--- src/rtl/lcd_sprite_compositor.sv ---
// LCD raster timing master and sprite mixer with per-frame sprite-0 collision flags.
// Optional scanline dimming of odd active lines is enabled by `COMPOSITOR_SCANLINE_DIM_EN.
module lcd_sprite_compositor #(
    parameter int unsigned H_ACTIVE   = 800,
    parameter int unsigned H_FP       = 40,
    parameter int unsigned H_SYNC     = 128,
    parameter int unsigned H_BP       = 88,
    parameter int unsigned V_ACTIVE   = 480,
    parameter int unsigned V_FP       = 1,
    parameter int unsigned V_SYNC     = 3,
    parameter int unsigned V_BP       = 21,
    parameter int unsigned N_SPRITES  = 4,
    parameter int unsigned SPRITE_LAT = 2,
    parameter logic [23:0] BG_COLOR   = 24'h000000
) (
    input  logic                      clk,
    input  logic                      rst_n,
    input  logic [N_SPRITES*24-1:0]   sprite_pixel,
    input  logic [N_SPRITES-1:0]      sprite_valid,
    output logic [11:0]               lcd_xpos,
    output logic [11:0]               lcd_ypos,
    output logic                      frame_start,
    output logic                      lcd_hsync,
    output logic                      lcd_vsync,
    output logic                      lcd_de,
    output logic [23:0]               lcd_rgb,
    output logic [N_SPRITES-1:0]      collide
);

    localparam int unsigned CW      = 12;
    localparam int unsigned PW      = 24;
    localparam int unsigned H_TOTAL = H_SYNC + H_BP + H_ACTIVE + H_FP;
    localparam int unsigned V_TOTAL = V_SYNC + V_BP + V_ACTIVE + V_FP;
    localparam int unsigned H_START = H_SYNC + H_BP;
    localparam int unsigned V_START = V_SYNC + V_BP;

    logic [CW-1:0]         h_cnt_q, h_cnt_d;
    logic [CW-1:0]         v_cnt_q, v_cnt_d;
    logic                  act_c;
    logic [CW-1:0]         xpos_q, xpos_d;
    logic [CW-1:0]         ypos_q, ypos_d;
    logic                  frame_start_q, frame_start_d;
    logic                  hs_q, hs_d;
    logic                  vs_q, vs_d;
    logic                  de_q, de_d;
    logic [SPRITE_LAT-1:0] hs_sr_q, hs_sr_d;
    logic [SPRITE_LAT-1:0] vs_sr_q, vs_sr_d;
    logic [SPRITE_LAT-1:0] de_sr_q, de_sr_d;
    logic                  lcd_hsync_q, lcd_hsync_d;
    logic                  lcd_vsync_q, lcd_vsync_d;
    logic                  lcd_de_q, lcd_de_d;
    logic [PW-1:0]         rgb_q, rgb_d;
    logic [PW-1:0]         pix_c;
    logic                  de_dly_c;
    logic [N_SPRITES-1:0]  hit_c;
    logic [N_SPRITES-1:0]  coll_acc_q, coll_acc_d;
    logic [N_SPRITES-1:0]  collide_q, collide_d;

    // Raster counters: sync, back porch, active, front porch
    always_comb begin
        h_cnt_d = h_cnt_q + 12'd1;
        v_cnt_d = v_cnt_q;
        if (h_cnt_q == CW'(H_TOTAL - 1)) begin
            h_cnt_d = '0;
            v_cnt_d = (v_cnt_q == CW'(V_TOTAL - 1)) ? '0 : v_cnt_q + 12'd1;
        end
    end

    // Coordinate stage, with raw sync/de kept active-high alongside it
    always_comb begin
        act_c = (h_cnt_q >= CW'(H_START)) && (h_cnt_q < CW'(H_START + H_ACTIVE)) &&
                (v_cnt_q >= CW'(V_START)) && (v_cnt_q < CW'(V_START + V_ACTIVE));
        xpos_d        = act_c ? h_cnt_q - CW'(H_START) : '0;
        ypos_d        = act_c ? v_cnt_q - CW'(V_START) : '0;
        frame_start_d = act_c && (h_cnt_q == CW'(H_START)) && (v_cnt_q == CW'(V_START));
        hs_d          = h_cnt_q < CW'(H_SYNC);
        vs_d          = v_cnt_q < CW'(V_SYNC);
        de_d          = act_c;
        hs_sr_d       = SPRITE_LAT'({hs_sr_q, hs_q});
        vs_sr_d       = SPRITE_LAT'({vs_sr_q, vs_q});
        de_sr_d       = SPRITE_LAT'({de_sr_q, de_q});
    end

`ifdef COMPOSITOR_SCANLINE_DIM_EN
    logic [SPRITE_LAT-1:0] yodd_sr_q, yodd_sr_d;

    function automatic logic [PW-1:0] dim_px(input logic [PW-1:0] p);
        return {4'b0, p[20:17], 3'b0, p[13:9], 4'b0, p[4:1]};
    endfunction

    always_comb yodd_sr_d = SPRITE_LAT'({yodd_sr_q, ypos_q[0]});

    always_ff @(posedge clk or negedge rst_n) begin
        if (!rst_n) yodd_sr_q <= '0;
        else        yodd_sr_q <= yodd_sr_d;
    end
`endif

    // Priority mix: lowest valid index wins, else background
    always_comb begin
        de_dly_c = de_sr_q[SPRITE_LAT-1];
        pix_c    = BG_COLOR;
        for (int i = N_SPRITES - 1; i >= 0; i--) begin
            if (sprite_valid[i]) pix_c = sprite_pixel[i*PW +: PW];
        end
`ifdef COMPOSITOR_SCANLINE_DIM_EN
        if (yodd_sr_q[SPRITE_LAT-1]) pix_c = dim_px(pix_c);
`endif
        rgb_d       = de_dly_c ? pix_c : '0;
        lcd_hsync_d = ~hs_sr_q[SPRITE_LAT-1];
        lcd_vsync_d = ~vs_sr_q[SPRITE_LAT-1];
        lcd_de_d    = de_dly_c;
    end

    // Collision accumulate; frame_start publishes and re-seeds with any same-clock hit
    always_comb begin
        hit_c = '0;
        for (int i = 1; i < N_SPRITES; i++) begin
            hit_c[i] = de_dly_c && sprite_valid[0] && sprite_valid[i];
        end
        coll_acc_d = coll_acc_q | hit_c;
        collide_d  = collide_q;
        if (frame_start_q) begin
            collide_d  = coll_acc_q | hit_c;
            coll_acc_d = hit_c;
        end
    end

    always_ff @(posedge clk or negedge rst_n) begin
        if (!rst_n) begin
            h_cnt_q       <= '0;
            v_cnt_q       <= '0;
            xpos_q        <= '0;
            ypos_q        <= '0;
            frame_start_q <= 1'b0;
            hs_q          <= 1'b0;
            vs_q          <= 1'b0;
            de_q          <= 1'b0;
            hs_sr_q       <= '0;
            vs_sr_q       <= '0;
            de_sr_q       <= '0;
            lcd_hsync_q   <= 1'b1;
            lcd_vsync_q   <= 1'b1;
            lcd_de_q      <= 1'b0;
            rgb_q         <= '0;
            coll_acc_q    <= '0;
            collide_q     <= '0;
        end else begin
            h_cnt_q       <= h_cnt_d;
            v_cnt_q       <= v_cnt_d;
            xpos_q        <= xpos_d;
            ypos_q        <= ypos_d;
            frame_start_q <= frame_start_d;
            hs_q          <= hs_d;
            vs_q          <= vs_d;
            de_q          <= de_d;
            hs_sr_q       <= hs_sr_d;
            vs_sr_q       <= vs_sr_d;
            de_sr_q       <= de_sr_d;
            lcd_hsync_q   <= lcd_hsync_d;
            lcd_vsync_q   <= lcd_vsync_d;
            lcd_de_q      <= lcd_de_d;
            rgb_q         <= rgb_d;
            coll_acc_q    <= coll_acc_d;
            collide_q     <= collide_d;
        end
    end

    assign lcd_xpos    = xpos_q;
    assign lcd_ypos    = ypos_q;
    assign frame_start = frame_start_q;
    assign lcd_hsync   = lcd_hsync_q;
    assign lcd_vsync   = lcd_vsync_q;
    assign lcd_de      = lcd_de_q;
    assign lcd_rgb     = rgb_q;
    assign collide     = collide_q;

endmodule

--- config.mk ---
export PLATFORM = sky130hd
export DESIGN_NAME = lcd_sprite_compositor
export DESIGN_NICKNAME = d
export VERILOG_FILES = /design/src/rtl/lcd_sprite_compositor.sv
export SDC_FILE = /design/constraint.sdc
export NUM_CORES = 1
export LEC_CHECK = 0
export ABC_AREA = 1
export CAP_MARGIN = 40
export CORE_AREA = 2 2 100 102
export DETAILED_ROUTE_END_ITERATION = 6
export DIE_AREA = 0 0 102 104
export PLACE_DENSITY = 0.94
export SLEW_MARGIN = 0
export SYNTH_ARGS = -nofsm -noshare
export SYNTH_HDL_FRONTEND = slang
export SYNTH_SLANG_ARGS = --single-unit
--- constraint.sdc ---
create_clock -name clk -period 3.5 [get_ports clk]
set_input_delay 0.7 -clock clk [delete_from_list [all_inputs] [get_ports clk]]
set_output_delay 0.7 -clock clk [all_outputs]
set_load 0.02 [all_outputs]
# Word level (Yosys, flattened, before mapping)
# Cells that the tools add are included.
# Widths: inputs -> output; s select.
[totals] reg_bits=93 output_inout_bits=56 in_bits=102 elab_cells=53
[op_classes] bitwise=3 muxes=10 reduce_logical=9 order_cmp=6 add_sub_neg=4 eq_ne=4
[op_table] op="$mux 24" n=5
[op_table] op="$mux 12" n=4
[op_table] op="$add 12x1->12 const B" n=2
[op_table] op="$eq 12x11->1 const B" n=1
[op_table] op="$eq 12x5->1 const B" n=1
[op_table] op="$eq 12x8->1 const B" n=1
[op_table] op="$eq 12x9->1 const B" n=1
[op_table] op="$ge 12x5->1 const B" n=1
[op_table] op="$ge 12x8->1 const B" n=1
[op_table] op="$lt 12x10->1 const B" n=1
[op_table] op="$lt 12x2->1 const B" n=1
[op_table] op="$lt 12x8->1 const B" n=1
[op_table] op="$lt 12x9->1 const B" n=1
[op_table] op="$sub 12x5->12 const B" n=1
[op_table] op="$sub 12x8->12 const B" n=1
[op_table] op="$logic_and 1x1->1" n=9
[op_table] op="$mux 4" n=1
[op_table] op="$or 4x4->4" n=1
[op_table] op="$not 1->1" n=2

# Depth between registers and ports, before layout
# Gate-level depths: netlist of the first run.
[depth] depth_word=6 depth_mapped=9 mapped_depth_nobuf=9

# Worst setup path after synthesis of the first run
# No wires, ideal clock.
[synth_timing] path_type="input to register" start="input sprite_valid[2]" end="register rgb_q[10] (netlist: lcd_rgb[10])" setup_slack_ns=1.911 required_ns=3.423 t_arrival_ns=1.512 setup_time_ns=0.077 path_stages=6 cell_sequence="buf_2 nor2_2 buf_2 a22o_1 nand2_1 a21oi_1"
[synth_via] elab_chain_cells=4
[synth_rtl] item="from (decl)" line_no="19" source="input logic [N_SPRITES-1:0] sprite_valid,"
[synth_rtl] item="$mux 24 (3 in a row)" line_no="104" source="if (sprite_valid[i]) pix_c = sprite_pixel[i*PW +: PW];"
[synth_rtl] item="$mux 24" line_no="109" source="rgb_d = de_dly_c ? pix_c : '0;"
[synth_rtl] item="named net rgb_d[10]" line_no="52" source="logic [PW-1:0] rgb_q, rgb_d;"
[synth_rtl] item="to (signal assigned)" line_no="163" source="rgb_q <= rgb_d;"
[synth_rtl] item="to (decl)" line_no="52"
# The timed path passes the listed nets, and every way through them passes these cells.
# A chain may end at the register's enable or synchronous reset.

# Worst setup path after layout of the first run
[layout_timing] start="input sprite_valid[1]" end="register rgb_q[20] (netlist: lcd_rgb[20])"
[layout_via] elab_chain_cells=3
[layout_rtl] item="$mux 24 (2 in a row)" line_no="104"
[layout_rtl] item="$mux 24" line_no="109"
[layout_rtl] item="named net rgb_d[20]" line_no="52"
# The timed path passes the listed nets, and every way through them passes these cells.

==> flow_metrics.py, run 1 <==
metrics = {
    "finish": {
        "final_nets": 795,
        "fin_util_pct": 67.0,
        "diodes": 0,
        "drive_gt1_share_pct": 9.96,
        "area_growth_pct": 39.0,
        "nFillCells": 726,
    },
    "timing": {
        "fin_hold_ws_ns": 0.290,
        "finalCriticalPeriod_ns": 2.38,
        "final_max_slew_viol_count": 0,
        "max_freq_mhz": 420,
        "relSlewSlack_pct": 47.5,
        "tightest_slew_ns": 0.784,
        "fin_tns_setup_ns": 0,
        "fin_skew_ns": 0.00870,
        "rsz0062_at_grt": "false",
        "setup_viol": 0,
        "worst_slack_ns": 1.12,
        "finalHoldViolCount": 0,
        "fin_crit_sh_pct": 68.1,
    },
    "drt": {
        "drtAntennaViolNets": 0,
        "vias": 4368,
        "drtPass1Iterations": 5,
        "wl_um": 13600,
        "drt_first_iter_violations": 239,
        "drc": 0,
        "avgRoutedWirePerCell_um": 16.5,
        "vias_per_cell": 5.29,
    },
    "logic_synthesis": {
        "synth_area_leaders": "dfrtp_1 (48%), nand2_1 (11%), inv_1 (4.1%), a21oi_1 (3.9%), xor2_1 (3.4%)",
        "synth_largest_area_cell": "dfrtp_1",
        "synth_edf_count": 0,
        "syn-num-nets": 649,
        "syn_avg_cell_area_um2": 8.49,
        "ys.flop_type": "dfrtp_1",
        "ys_ff_latch": 91,
        "synth.distinct_cells": 37,
        "synth_area_um2": 4600,
        "synth_top_area_share_pct": 48.4,
        "yosys_warnings": 0,
        "yosys-top-cells-count": "nand2_1 (129), dfrtp_1 (89), inv_1 (50)",
        "async_flop_share_pct": 100,
        "syn_inst": 542,
        "seq_area_frac_synth_pct": 49.5,
        "synthMostInstantiatedCell": "nand2_1",
    },
    "status": {
        "outcome": "finished clean",
    },
    "worst_setup_path": {
        "cp-end-kind": "register",
        "r2r_setup_slack_ns": 1.38,
        "arrival_ns": 2.62,
        "cp-start-kind": "input pin",
        "crit_buf_inv": 3,
        "rr_startpoint": "h_cnt_q[3]$_DFF_PN0_",
        "path_delay_family": "buffers and inverters",
        "cpPeakStageDelay_ns": 0.65,
        "cp_cell_sequence": "clkdlybuf4s50_1 > buf_4 > clkinv_1 > o211ai_1 > nand2_1",
        "startpoint": "sprite_valid[1]",
        "crit_fanout": 27,
        "worstPathRequired_ns": 3.74,
        "ff2ff_path_depth": 7,
        "slowest_stage": "clkinv_1",
        "path_class": "in2reg",
        "rr_endpoint": "lcd_xpos[2]$_DFF_PN0_",
    },
    "power": {
        "p_total_w": 0.00192,
        "p_leak_nw": 2.99,
        "ir_drop_mv": 0.162,
        "p_per_area_nw_per_um2": 301,
    },
    "cts": {
        "clock_latency_ns": 0.37,
        "ctsHoldBuffers": 0,
        "clk_pin_slew_worst_paths_ns": 0.09,
        "cts_buffer_depth": 2,
        "post_cts_resized": 0,
        "cts_root_buf": "clkbuf_8",
        "cts.sinks": 91,
        "cts_buffers": 9,
        "ctsHtreeMaxLevel": 3,
        "cts_tree": "yes",
        "post-cts-setup-buffers": 0,
    },
    "global_route": {
        "antenna_found_initial": 0,
        "track_usage_pct": 26.5,
        "grt_max_degree": 41,
        "overflow": 0,
        "grt_pass1_wl_um": 21700,
        "first_global_vias": 4440,
    },
    "floorplan": {
        "die_h_um": 104,
        "start_util_pct": 48.2,
        "core_um2": 9550,
        "num_rows": 36,
        "die_area_um2": 10600,
        "die_w_um": 102,
        "io_pins": 158,
    },
    "run": {
        "max_cap_viol_count": 0,
    },
    "place": {
        "pre_cts_slack_ns": 0.810,
        "place_hpwl_um": 10400,
        "place_congestion": 0.997,
        "io_buffers": 156,
    },
    "min_path": {
        "hold_path.class": "in2async",
    },
}
-- metrics by stage --
step           instances  cell area, um2
3_5_place_dp         810            6210
5_1_grt              826            6400
4_1_cts              826            6400
2_1_floorplan        542            4600
6_report             826            6400
3_3_place_gp         810            6210
-- logic make-up (layout without fill, tap and decap cells) --
group	count (synthesis)	in the layout	share of synthesized area, %
adder cells (fa/ha/maj)	5	5	1.36
flip-flops	91	91	49.5
buffers and inverters	82	233	8.10
other	1	1	0.0815
XOR/XNOR	18	18	3.43
AND/OR/NAND/NOR	249	249	25.1
AO/OA/AOI/OAI	96	96	12.4
-- worst max path at each step --
stage,end,cells after the start,slack (ns)
6_report,lcd_rgb[20]$_DFF_PN0_,5,1.12
5_1_grt,lcd_rgb[20]$_DFF_PN0_,5,0.97
4_1_cts,lcd_rgb[20]$_DFF_PN0_,5,1.16
3_5_place_dp,lcd_rgb[20]$_DFF_PN0_,5,0.81
3_3_place_gp,lcd_rgb[23]$_DFF_PN0_,5,0.93
2_1_floorplan,lcd_rgb[10]$_DFF_PN0_,6,1.91
-- state kept, by name (all words and copies together), names as in the netlist, 2 cells and up --
name        count
collide         3
lcd_rgb        24
lcd_xpos       12
lcd_ypos       12
hs_sr_q         2
v_cnt_q        12
h_cnt_q        12
de_sr_q         2
vs_sr_q         2
coll_acc_q      3
-- layout make-up --
type                       instances  area [um2]  area share, %
tap                              133         166           2.60
clock buffer                      12         165           2.58
inverter                          56         215           3.36
clock inverter                     4        23.8          0.372
sequential                        91        2280           35.6
timing repair buffer             161        1600           25.0
multi-input combinational        369        1950           30.5
-- power breakdown --
group          internal [W]  switching (W)
Combinational      0.000120      0.0000854
Clock              0.000314       0.000356
Sequential          0.00105              0
-- cell usage in the layout, fill, tap and decap left out, types with 2 or more instances in the layout --
master	netlist	routed
clkbuf_8	0	12
nor3_1	6	6
o21ai_1	2	2
o21ai_0	27	27
a22oi_1	3	3
a22o_1	12	12
nand4_2	2	2
o211ai_1	12	12
a31oi_1	3	3
dfrtp_1	89	89
a21oi_1	36	36
clkdlybuf4s50_1	0	155
ha_1	5	5
nor2_4	6	6
nand3_1	30	30
clkinv_2	0	3
nand3b_1	2	2
buf_4	2	6
nor2_1	34	34
clkinv_4	1	2
inv_1	50	50
xor2_1	18	18
nor2_2	25	25
dfstp_2	2	2
nand2_2	4	4
nand2_1	129	129
inv_2	4	4
nand4_1	6	6
-- layer usage --
layer	vias up	track usage, %	wire (um)
met5	-	0	0
met4	0	16.0	660
met3	61	7.33	1100
met2	227	43.8	6840
met1	2041	30.1	5010
li1	2039	-	-
No activity file was read; power rests on OpenSTA's default activity.
==> run 2: changes to the inputs <==
--- a/config.mk
+++ b/config.mk
@@ -7,10 +7,10 @@
 export LEC_CHECK = 0
 export ABC_AREA = 1
 export CAP_MARGIN = 40
-export CORE_AREA = 2 2 100 102
+export CORE_AREA = 2 2 104 106
 export DETAILED_ROUTE_END_ITERATION = 6
-export DIE_AREA = 0 0 102 104
-export PLACE_DENSITY = 0.94
+export DIE_AREA = 0 0 106 108
+export PLACE_DENSITY = 0.88
 export SLEW_MARGIN = 0
 export SYNTH_ARGS = -nofsm -noshare
 export SYNTH_HDL_FRONTEND = slang
==> constraint.sdc (replaced) <==
create_clock -name clk -period 2.5 [get_ports clk]
set_input_delay 0.5 -clock clk [delete_from_list [all_inputs] [get_ports clk]]
set_output_delay 0.5 -clock clk [all_outputs]
set_load 0.02 [all_outputs]
==> run 2 against run 1 <==
Global-route usage is 2.8 points lower. Critical path type is now reg2out. Sequential power up 40%. Die area up 7.9%. Register-to-register slack got worse by 0.71 ns. Utilization down 4.0 points. Design area grew 0.68%. Non-clock buffer count grew 3. Via count down 0.18%. Clock-buffer cell count shrank 2. Power rose by 43%. Highest routed layer unchanged. Clock skew is 0.0030 ns higher. Wire length shrank 1.9%.
==> flow_metrics.py, run 2 (synthesis gave the netlist of run 1 again) <==
metrics = {
    "status": {
        "outcome": "finished clean",
    },
    "timing": {
        "rsz0062_at_grt": "false",
        "final_max_slew_viol_count": 0,
        "tightest_slew_ns": 0.841,
        "setup_viol": 0,
        "max_freq_mhz": 483,
        "fin_skew_ns": 0.0117,
        "worst_slack_ns": 0.428,
        "relSlewSlack_pct": 43.7,
        "fin_crit_sh_pct": 82.9,
        "finalCriticalPeriod_ns": 2.07,
        "fin_tns_setup_ns": 0,
        "finalHoldViolCount": 0,
    },
    "drt": {
        "drt_first_iter_violations": 385,
        "avgRoutedWirePerCell_um": 16.0,
        "drtAntennaViolNets": 0,
        "vias_per_cell": 5.24,
        "vias": 4360,
        "drtPass1Iterations": 4,
        "drc": 0,
        "wl_um": 13300,
    },
    "finish": {
        "largest_reg_flops": 24,
        "final_cell_area_um2": 6440,
        "final_nets": 798,
        "layout_common_cells": "clkdlybuf4s50_1 (155), nand2_1 (129), dfrtp_1 (89)",
        "drive_gt1_share_pct": 10.2,
        "nFillCells": 839,
        "instances_no_fill": 832,
        "final_common_cell": "clkdlybuf4s50_1",
        "fin_util_pct": 62.9,
        "area_growth_pct": 39.9,
    },
    "cts": {
        "cts.sinks": 91,
        "ctsHoldBuffers": 0,
        "post_cts_resized": 0,
        "cts_buffers": 9,
        "ctsHtreeMaxLevel": 3,
        "post-cts-setup-buffers": 0,
        "cts_root_buf": "clkbuf_8",
        "clk_pin_slew_worst_paths_ns": 0.09,
        "clock_latency_ns": 0.37,
        "cts_tree": "yes",
        "cts_buffer_depth": 2,
    },
    "floorplan": {
        "die_w_um": 106,
        "die_area_um2": 11400,
        "io_pins": 158,
        "core_um2": 10200,
        "start_util_pct": 45.0,
        "die_h_um": 108,
        "num_rows": 37,
    },
    "power": {
        "combPwrFrac_pct": 10.5,
        "switchingPower_w": 0.000624,
        "power_frac_seq_pct": 53.5,
        "ir_drop_mv": 0.210,
        "swShare_pct": 22.7,
        "p_int_w": 0.00212,
        "power_frac_clock_pct": 36.0,
        "p_leak_nw": 3.01,
        "p_per_area_nw_per_um2": 426,
    },
    "min_path": {
        "hold_path.class": "in2async",
    },
    "worst_setup_path": {
        "slowest_stage": "clkdlybuf4s50_1",
        "arrival_ns": 1.57,
        "worstPathRequired_ns": 2.00,
        "crit_fanout": 10,
        "crit_buf_inv": 1,
        "cp-end-kind": "output port",
        "path_class": "reg2out",
        "cpPeakStageDelay_ns": 0.70,
        "path_delay_family": "buffers and inverters",
        "cp_cell_sequence": "clkdlybuf4s50_1",
        "cp-start-kind": "register",
    },
    "global_route": {
        "grt_pass1_wl_um": 21200,
        "first_global_vias": 4254,
        "antenna_found_initial": 0,
        "overflow": 0,
        "grt_max_degree": 43,
        "track_usage_pct": 23.7,
    },
    "place": {
        "place_area_um2": 6250,
        "pre_cts_slack_ns": 0.482,
        "place_hpwl_um": 10000,
        "dpl.cell_count": 816,
        "io_buffers": 156,
        "place_congestion": 0.923,
    },
    "run": {
        "max_cap_viol_count": 0,
    },
}
## run 2: cell types whose count changed in the layout (fill, tap and decap cells not counted)
cell and change:
bufinv_16 +1, diode_2 +1, buf_4 +2, clkbuf_8 -2, buf_12 +1
## run 2: final timing paths
check / from / endpoint / slack [ns] / cells past startpoint
max: frame_start$_DFF_PN0_ / frame_start / 0.43 / 1
min: rst_n / lcd_de$_DFF_PN0_ / 0.11 / 1
max reg2reg: v_cnt_q[5]$_DFFE_PN0N_ / lcd_xpos[11]$_DFF_PN0_ / 0.67 / 7
min reg2reg: hs_sr_q[0]$_DFF_PN0_ / hs_sr_q[1]$_DFF_PN0_ / 0.36 / 0
max in group asynchronous: rst_n / h_cnt_q[6]$_DFF_PN0_ / 1.71 / 2
min in group clk: hs_sr_q[0]$_DFF_PN0_ / hs_sr_q[1]$_DFF_PN0_ / 0.36 / 0
## run 2: final cells by class
cell class              count  area [um2]  area share (%)
well taps                 136         170            2.64
multi-input cells         369        1950            30.3
inverters                  56         215            3.34
repair buffers            164        1630            25.3
clock buffers              10         138            2.14
diodes                      1        2.50          0.0389
clock inverters             5        53.8           0.835
flip-flops and latches     91        2280            35.4
## run 2: per-stage QoR
stage | total power (W) | hold slack, ns
floorplan | 0.00157 | 0.204
global placement | 0.00178 | 0.332
detailed placement | 0.00179 | 0.339
CTS | 0.00277 | 0.118
global route | 0.00285 | 0.149
finish | 0.00275 | 0.106
## run 2: power by group through the flow
stage               combinational [W]  sequential [W]  clock (W)
floorplan                   0.0000653         0.00150          0
detailed placement           0.000286         0.00150          0
global route                 0.000309         0.00147    0.00107
global placement             0.000279         0.00150          0
CTS                          0.000288         0.00147    0.00101
finish                       0.000288         0.00147   0.000987
## run 2: per-layer routing
| layer | routed length (um) | GRT usage [%] |
|---|---|---|
| met5 | 0 | 0 |
| met2 | 6770 | 40.0 |
| met3 | 1060 | 6.03 |
| met1 | 5230 | 29.0 |
| met4 | 281 | 10.3 |
==> run 3: changes to the inputs <==
--- a/config.mk
+++ b/config.mk
@@ -7,10 +7,10 @@
 export LEC_CHECK = 0
 export ABC_AREA = 1
 export CAP_MARGIN = 40
-export CORE_AREA = 2 2 104 106
+export CORE_AREA = 2 2 109 111
 export DETAILED_ROUTE_END_ITERATION = 6
-export DIE_AREA = 0 0 106 108
-export PLACE_DENSITY = 0.88
+export DIE_AREA = 0 0 111 113
+export PLACE_DENSITY = 0.85
 export SLEW_MARGIN = 0
 export SYNTH_ARGS = -nofsm -noshare
 export SYNTH_HDL_FRONTEND = slang
==> constraint.sdc (replaced) <==
create_clock -name clk -period 1.9 [get_ports clk]
set_input_delay 0.38 -clock clk [delete_from_list [all_inputs] [get_ports clk]]
set_output_delay 0.38 -clock clk [all_outputs]
set_load 0.02 [all_outputs]
==> run 3 against run 2 <==
Combinational power increased by 32%. Critical path type unchanged. Non-clock buffer count up 7. Power rose by 47%. Hold slack better by 0.24 ns. Sequential power rose by 32%. Via count down 1.6%.
==> flow_metrics.py, run 3 (synthesis gave the netlist of run 1 again) <==
metrics = {
    "status": {
        "outcome": "finished clean",
    },
    "drt": {
        "drt_first_iter_violations": 414,
        "vias": 4291,
        "drc": 0,
        "vias_per_cell": 5.07,
        "drtAntennaViolNets": 0,
        "drtPass1Iterations": 6,
        "avgRoutedWirePerCell_um": 15.1,
        "wl_um": 12800,
    },
    "worst_setup_path": {
        "arrival_ns": 1.47,
        "cp-end-kind": "output port",
        "crit_buf_inv": 1,
        "path_delay_family": "buffers and inverters",
        "slowest_stage": "clkdlybuf4s50_1",
        "cpPeakStageDelay_ns": 0.61,
        "r2r_setup_slack_ns": 0.22,
        "cp_cell_sequence": "clkdlybuf4s50_1",
        "crit_fanout": 1,
        "cp-start-kind": "register",
        "worstPathRequired_ns": 1.52,
        "path_class": "reg2out",
    },
    "cts": {
        "cts.sinks": 91,
        "post_cts_resized": 0,
        "cts_buffers": 9,
        "cts_buffer_depth": 2,
        "cts_root_buf": "clkbuf_16",
        "cts_tree": "yes",
        "ctsHtreeMaxLevel": 3,
        "clk_pin_slew_worst_paths_ns": 0.07,
        "clock_latency_ns": 0.35,
    },
    "timing": {
        "fin_crit_sh_pct": 97.5,
        "rsz0062_at_grt": "false",
        "setup_viol": 0,
        "max_freq_mhz": 540,
        "fin_skew_ns": 0.00875,
        "finalHoldViolCount": 0,
        "finalCriticalPeriod_ns": 1.85,
        "worst_slack_ns": 0.0471,
        "tightest_slew_ns": 0.796,
        "final_max_slew_viol_count": 0,
        "relSlewSlack_pct": 46.7,
        "fin_tns_setup_ns": 0,
    },
    "global_route": {
        "first_global_vias": 4292,
        "grt-busiest-layer": "met2",
        "grt_max_degree": 41,
        "use_met2_pct": 35.8,
        "grt_use_met3_pct": 3.96,
        "grt_pass1_wl_um": 20700,
        "overflow": 0,
        "antenna_found_initial": 0,
        "use_met1_pct": 24.9,
        "track_usage_pct": 20.5,
    },
    "finish": {
        "final_common_cell": "clkdlybuf4s50_1",
        "fin_util_pct": 58.7,
        "instances_no_fill": 846,
        "diodes": 0,
        "final_nets": 805,
        "drive_gt1_share_pct": 11.1,
        "layout_common_cells": "clkdlybuf4s50_1 (155), nand2_1 (129), dfrtp_1 (89)",
        "largest_reg_flops": 24,
        "area_growth_pct": 43.8,
    },
    "floorplan": {
        "core_um2": 11300,
        "start_util_pct": 40.8,
        "die_h_um": 113,
        "die_area_um2": 12500,
        "num_rows": 39,
        "io_pins": 158,
        "die_w_um": 111,
    },
    "power": {
        "power_frac_seq_pct": 48.1,
        "switchingPower_w": 0.000945,
        "p_leak_nw": 3.09,
        "swShare_pct": 23.5,
        "ir_drop_mv": 0.353,
        "p_int_w": 0.00308,
        "p_per_area_nw_per_um2": 608,
        "combPwrFrac_pct": 9.4,
        "power_frac_clock_pct": 42.4,
    },
    "place": {
        "dpl.cell_count": 829,
        "pre_cts_slack_ns": 0.0594,
        "place_congestion": 0.885,
        "io_buffers": 156,
        "place_hpwl_um": 9480,
    },
    "min_path": {
        "hold_path.class": "reg2reg",
    },
    "run": {
        "max_cap_viol_count": 0,
    },
}
==> run 3: worst paths after layout <==
kind                                      startpoint  cells past startpoint                    end
worst max-delay path             lcd_hsync$_DFF_PN1_                      1              lcd_hsync
worst min-delay path                  de_q$_DFF_PN0_                      0   de_sr_q[0]$_DFF_PN0_
worst max register to register  h_cnt_q[3]$_DFF_PN0_                      8  h_cnt_q[11]$_DFF_PN0_
worst min register to register        de_q$_DFF_PN0_                      0   de_sr_q[0]$_DFF_PN0_
max in group asynchronous                      rst_n                      3    lcd_hsync$_DFF_PN1_
min in group asynchronous                      rst_n                      2   lcd_rgb[4]$_DFF_PN0_
==> run 3: final cells by class <==
class	instances	area [um2]
Clock buffer	9	225
Clock inverter	7	58.8
Timing Repair Buffer	171	1710
Fill cell	980	4650
Inverter	56	215
Sequential cell	91	2280
Multi-Input combinational cell	369	1950
Tap cell	143	179
==> run 3: routing by layer <==
| layer | vias to the layer above | wire length [um] | share of wire [%] |
|---|---|---|---|
| li1 | 2068 | - | - |
| met1 | 2036 | 5240 | 41 |
| met2 | 166 | 6460 | 51 |
| met3 | 21 | 815 | 6.4 |
| met4 | 0 | 264 | 2.1 |
| met5 | - | 0 | 0 |
==> run 3: power by group through the flow <==
| stage | Clock, W | Sequential [W] | Combinational [W] |
|---|---|---|---|
| 2_1_floorplan | 0 | 0.00197 | 0.0000859 |
| 3_3_place_gp | 0 | 0.00197 | 0.000372 |
| 3_5_place_dp | 0 | 0.00197 | 0.000378 |
| 4_1_cts | 0.00175 | 0.00194 | 0.000383 |
| 5_1_grt | 0.00183 | 0.00193 | 0.000410 |
| 6_report | 0.00171 | 0.00194 | 0.000380 |
==> run 3: through the flow <==
step / hold WS, ns / cell area, um2 / power [W]
after detailed placement: 0.315 / 6320 / 0.00235
after global routing: 0.362 / 6620 / 0.00418
after floorplan: 0.0844 / 4600 / 0.00206
after CTS: 0.351 / 6620 / 0.00407
final: 0.349 / 6620 / 0.00402
after global placement: 0.314 / 6320 / 0.00234
==> run 3: repair_timing <==
item	in CTS	in global routing
endpoints found under the hold margin	20	0
hold buffers	1	0
setup buffers	0	0
